`src/rtl/fifo_pixel_unpacker.sv`:
```
// Unpacks 32-bit packed FIFO words (3 words -> 4 RGB888 pixels, MSB-first)
// into a ready/valid pixel stream, tracking line and frame position.
module fifo_pixel_unpacker #(
  parameter int H_ACTIVE = 800,
  parameter int V_ACTIVE = 480
) (
  input  logic        i_clock,
  input  logic        i_resetN,
  input  logic [31:0] i_fifoData,
  input  logic        i_fifoEmpty,
  output logic        o_fifoRead,
  input  logic        i_frameStart,
  output logic [23:0] o_pixelData,
  output logic        o_pixelValid,
  input  logic        i_pixelReady,
  output logic        o_lineEnd,
  output logic        o_frameEnd
);

  localparam int COL_W = $clog2(H_ACTIVE);
  localparam int ROW_W = $clog2(V_ACTIVE);

  logic [1:0]       r_phase;
  logic [23:0]      r_res;
  logic [23:0]      resNext;
  logic [23:0]      pixelNext;
  logic [COL_W-1:0] r_col;
  logic [ROW_W-1:0] r_row;
  logic             free;
  logic             advance;
  logic             colLast;
  logic             rowLast;

  assign free       = ~o_pixelValid | i_pixelReady;
  assign advance    = free & ((r_phase == 2'd3) | ~i_fifoEmpty) & ~i_frameStart;
  // Phase 3 drains the residue only, so it never pops the FIFO.
  assign o_fifoRead = advance & (r_phase != 2'd3) & i_resetN;
  assign colLast    = (r_col == COL_W'(H_ACTIVE - 1));
  assign rowLast    = (r_row == ROW_W'(V_ACTIVE - 1));

  always_comb begin
    pixelNext = r_res;
    resNext   = r_res;
    case (r_phase)
      2'd0: begin
        pixelNext = i_fifoData[31:8];
        resNext   = {r_res[23:8], i_fifoData[7:0]};
      end
      2'd1: begin
        pixelNext = {r_res[7:0], i_fifoData[31:16]};
        resNext   = {r_res[23:16], i_fifoData[15:0]};
      end
      2'd2: begin
        pixelNext = {r_res[15:0], i_fifoData[31:24]};
        resNext   = i_fifoData[23:0];
      end
      default: begin
        pixelNext = r_res;
        resNext   = r_res;
      end
    endcase
  end

  always_ff @(posedge i_clock or negedge i_resetN) begin
    if (!i_resetN) begin
      r_phase      <= 2'd0;
      r_res        <= '0;
      r_col        <= '0;
      r_row        <= '0;
      o_pixelData  <= '0;
      o_pixelValid <= 1'b0;
      o_lineEnd    <= 1'b0;
      o_frameEnd   <= 1'b0;
    end else if (i_frameStart) begin
      // Resync wins over everything; pending pixel and residue are dropped.
      r_phase      <= 2'd0;
      r_res        <= '0;
      r_col        <= '0;
      r_row        <= '0;
      o_pixelValid <= 1'b0;
      o_lineEnd    <= 1'b0;
      o_frameEnd   <= 1'b0;
    end else if (advance) begin
      r_phase      <= r_phase + 2'd1;
      r_res        <= resNext;
      o_pixelData  <= pixelNext;
      o_pixelValid <= 1'b1;
      o_lineEnd    <= colLast;
      o_frameEnd   <= colLast & rowLast;
      if (colLast) begin
        r_col <= '0;
        r_row <= rowLast ? '0 : r_row + ROW_W'(1);
      end else begin
        r_col <= r_col + COL_W'(1);
      end
    end else if (free) begin
      o_pixelValid <= 1'b0;
    end
  end

endmodule

```
`config.mk`:
```
export PLATFORM = sky130hd
export DESIGN_NAME = fifo_pixel_unpacker
export DESIGN_NICKNAME = d
export VERILOG_FILES = /design/src/rtl/fifo_pixel_unpacker.sv
export SDC_FILE = /design/constraint.sdc
export NUM_CORES = 1
export LEC_CHECK = 0
export CELL_PAD_IN_SITES_DETAIL_PLACEMENT = 1
export CELL_PAD_IN_SITES_GLOBAL_PLACEMENT = 1
export CORE_MARGIN = 4
export CORE_UTILIZATION = 45
export DETAILED_ROUTE_END_ITERATION = 7
export PLACE_DENSITY_LB_ADDON = 0.25
export RECOVER_POWER = 50
export SKIP_LAST_GASP = 1
export SLEW_MARGIN = 20
export SYNTH_ARGS = -nofsm -noshare
export SYNTH_HDL_FRONTEND = slang
export SYNTH_SLANG_ARGS = --single-unit
```
`constraint.sdc`:
```
create_clock -name i_clock -period 5 [get_ports i_clock]
set_clock_uncertainty 0.05 [all_clocks]
set_input_delay 1.25 -clock i_clock [delete_from_list [all_inputs] [get_ports i_clock]]
set_output_delay 1.25 -clock i_clock [all_outputs]
set_load 0.1 [all_outputs]
```
Word level (Yosys, flattened, before mapping):

Cells that the tools add are included.

* flip-flop bits (word level): 72
* input port bits: 37
* logic and storage cells: 63

* $add $sub $neg: 3
* equality and inequality tests: 8
* mux-type cells: 20
* bitwise logic cells: 10
* reductions and logical operators: 12

Operators with widths (number)
* 24-bit one-hot mux with 3 select lines: 2
* 24-bit 2-to-1 mux: 2
* 9-bit 2-to-1 mux: 4
* 10-bit 2-to-1 mux: 3
* 10-bit by 1-bit adder with 10-bit output, second input constant: 1
* 10-bit equality test, second input constant: 1
* 9-bit by 1-bit adder with 9-bit output, second input constant: 1
* 9-bit equality test, second input constant: 1
* 1-bit 2-to-1 mux: 7
* 2-bit inequality test, second input constant: 3
* 2-bit AND reduction: 3
* 2-bit nonzero test: 3
* 3-bit nonzero test: 2
* 1-bit AND: 5
* 2-bit equality test, second input constant: 2
* 2-bit 2-to-1 mux: 2
* 4-bit AND reduction: 1
* 4-bit nonzero test: 1
* 1-bit NOT: 3
* 3-bit AND reduction: 1
* 2-bit by 1-bit adder with 2-bit output, second input constant: 1
* 2-bit by 1-bit equality test with 1-bit output, second input constant: 1
* 2-bit zero test: 1
* 1-bit OR: 2

Longest topological paths before layout:

* depth after elaboration: 6
* mapped depth: 7

Worst setup path before layout:

No wires, ideal clock.

* path type: input to output
* start: in i_fifoEmpty
* end: out o_fifoRead
* arrival time: 3.019 ns
* path slack: 0.681 ns
* stages: 5
* path buffers: 2
* cells stage by stage: nor2b_1 buf_2 nor3_2 buf_2 and3b_1

* cells in the longest elaborated chain, start to end: 6

Ends and longest elaborated chain
* start, declared: line 10 `input logic i_fifoEmpty,`
* 1-bit NOT: line 35 `assign advance = free & ((r_phase == 2'd3) | ~i_fifoEmpty) & ~i_frameStart;`
* 1-bit OR: line 35
* 1-bit AND (2 in series): line 35
* 1-bit AND (2 in series): line 37 `assign o_fifoRead = advance & (r_phase != 2'd3) & i_resetN;`
* end, declared: line 11 `output logic o_fifoRead,`

No other way between the ends.

Final worst setup path:

Same ends and word-level chain as after synthesis.

==> impl_metrics.ini <==
[synth]
synth_edf_count = 0
yosysTopAreaCell = dfrtp_1
synth_top_area_share_pct = 47.3
synth_cell_type_count = 44
async_reset_ff_share_pct = 100
seq_area_frac_synth_pct = 47.3
synthCells = 365
ys_warn_count = 0
syn-num-nets = 408
netlist_area_um2 = 3810
synthTopCellsByArea = dfrtp_1 (47%), mux2_2 (12%), a222oi_1 (6.3%), nand2_1 (4.1%), o21ai_0 (3.5%)
synthFlopType = dfrtp_1
syn-mean-instance-area_um2 = 10.4
synth-seq-cells = 72

[layout]
final_area_um2 = 4720
seqCellArea_um2 = 1800
num_antenna_cells = 0
drive_gt1_share_pct = 14.9
area_growth_pct = 23.9
multiInputGateArea_um2 = 1890
finalNetCount = 461
fill_cells = 894

[grt]
track_usage_pct = 22.4
first_global_vias = 3172
antenna_found_initial = 0
grt_pass1_wl_um = 17500
grt_max_degree = 73
grt_overflow = 0

[clock_tree]
ctsResizeCount = 0
path_clk_slew_ps = 70
cts.sinks = 72
cts_tree = built
cts_buffers = 9
htree_levels = 3
post-cts-setup-buffers = 0
clockRootBuffer = clkbuf_8
cts_buffer_depth = 2
hold_buffers = 0
clock_latency_ps = 340

[detailed_routing]
drt_wl_total_um = 11100
antenna_left = 0
viasPerCell = 6.08
vias = 3209
drt_iter0_markers = 232
drcViolationCount = 0
wl_per_cell_um = 21.0
dr.pass1.iters = 7

[timing]
maxSlewHeadroom_pct = -18.0
finalCritPeriodShare_pct = 83.4
max_slew.worst_pin.slew_ps = 1770
rsz0062_at_grt = false
tns_ps = 0
fin_crit_ps = 4170
hold_viol = 0
setup_viol = 0
fmaxAchievable_ghz = 0.240
slew_violations = 100

[worst_setup_path]
cpPeakStageDelay_ps = 550
critical_path_required_ps = 3700
start_kind = input pin
regToRegSetupSlack_ps = 1850
crit_type = input pin to output port
ff2ff_path_depth = 6
slowest_stage = dlygate4sd3_1
crit_path_end_kind = output port
cp.arrival_ps = 2870
worstPathMaxFanout = 8
crit_chain = dlygate4sd3_1 -> nor2b_1 -> nor3_4 -> and3b_1 -> buf_12

[placement]
hpwl_um = 7530
dpl_cell_area_um2 = 4530
portBuffers = 64
gp_congestion = 0.833

[floorplan]
die_h_um = 100
die_x_um = 100
io_pins = 65
dieArea_um2 = 10000
coreArea_um2 = 8220
start_util_pct = 46.4
rows = 33

[pwr]
switching_share_pct = 42.9
seq_power_share_pct = 34.3
internal_power_w = 0.00120
ir_worst_vdd_uv = 264
power_frac_clock_pct = 24.3
combPwrFrac_pct = 41.4
power.leakage_nw = 1.85
p_switching_w = 0.000899
power_density_nw_per_um2 = 444

[worst_hold_path]
hold_depth = 1
hold_class = register to register

[run]
max_cap_violations = 2

[status]
status = finished with violations
violations = max-capacitance violations, max-slew violations
[metrics by stage]
step / hold WS [ps] / total power (W) / setup WS, ps / instances / util [%]
after floorplan: 390 / 0.00136 / 681 / 365 / -
after global placement: 404 / 0.00157 / 935 / 512 / 55.1
after detailed placement: 445 / 0.00160 / 885 / 512 / 55.1
after CTS: 451 / 0.00211 / 875 / 528 / 57.7
after global routing: 476 / 0.00218 / 720 / 528 / 57.5
final: 447 / 0.00210 / 829 / 528 / 57.5
[cell usage after synthesis, types with 2 or more instances]
| cell | count |
|---|---|
| nor4b_1 | 2 |
| nand2_1 | 42 |
| dfrtp_1 | 72 |
| clkbuf_1 | 19 |
| nand4_1 | 4 |
| a31oi_1 | 2 |
| or4_1 | 3 |
| o32ai_1 | 3 |
| xor2_1 | 2 |
| mux2i_1 | 8 |
| mux2_2 | 40 |
| o41ai_1 | 2 |
| nor3_1 | 6 |
| buf_2 | 4 |
| a211oi_1 | 3 |
| ha_1 | 6 |
| a222oi_1 | 24 |
| o31ai_1 | 2 |
| a21oi_1 | 10 |
| buf_1 | 3 |
| inv_1 | 5 |
| o21ai_0 | 27 |
| nor2b_1 | 19 |
| nor3_2 | 2 |
| nand2b_1 | 2 |
| or3_1 | 6 |
| xnor2_1 | 4 |
| nand3_1 | 11 |
| nor2_1 | 16 |
| nor4_1 | 2 |
[final timing paths]
| check | from | end |
|---|---|---|
| max | i_fifoEmpty | o_fifoRead |
| min | r_row[8] | r_row[8] |
| max reg2reg | r_phase[0] | r_row[5] |
| min reg2reg | r_row[8] | r_row[8] |
| max in group asynchronous | i_resetN | o_pixelValid |
| min in group asynchronous | i_resetN | r_row[4] |
[layout make-up]
class                   count  area share (%)
multi-input cells         261            39.9
flip-flops and latches     72            38.1
repair buffers             68            14.1
clock buffers              13            3.15
well taps                 105            2.78
clock inverters             3            1.38
inverters                   6           0.477
[power groups by stage]
stage	combinational (W)	sequential, W	clock (W)
final	0.000867	0.000720	0.000510
after global routing	0.000897	0.000731	0.000552
after global placement	0.000851	0.000722	0
after CTS	0.000870	0.000720	0.000518
after floorplan	0.000194	0.00116	0
after detailed placement	0.000866	0.000730	0
[metal layers]
metal	wire, um	vias up	share of wire, %	global-route usage (%)
met4	110	0	0.99	5.80
met1	5150	1626	46	33.6
met2	5230	108	47	34.0
met3	600	13	5.4	3.54
li1	-	1462	-	-
met5	0	-	0	0
[placed cells by master, fill, tap and decap left out, types with 8 or more instances in the layout]
cell / count
nand2_1: 42
dfrtp_1: 72
a21oi_1: 10
nor2_1: 16
nor2b_1: 19
mux2_2: 40
clkdlybuf4s50_1: 61
o21ai_0: 27
mux2i_1: 8
clkbuf_8: 10
nand3_1: 11
a222oi_1: 24
[registers in the layout, indices dropped and copies added, names as in the netlist]
| register | count |
|---|---|
| r_res | 24 |
| o_pixelValid | 1 |
| r_phase | 2 |
| r_col | 10 |
| o_pixelData | 24 |
| o_frameEnd | 1 |
| r_row | 9 |
| o_lineEnd | 1 |
[critical path: cells and delay by family]
kind          cells  cell delay [ps]
simple gates      3              880
buf+inv           2              730
[cells by family after synthesis]
kind of cell             share of synthesized area, %
AO/OA/AOI/OAI                                    15.4
XOR/XNOR                                         1.38
adder cells (fa/ha/maj)                          1.97
buffers and inverters                            3.28
flip-flops                                       47.3
multiplexers                                     13.9
AND/OR/NAND/NOR                                  16.8
Power figures use the tool's default switching activity.
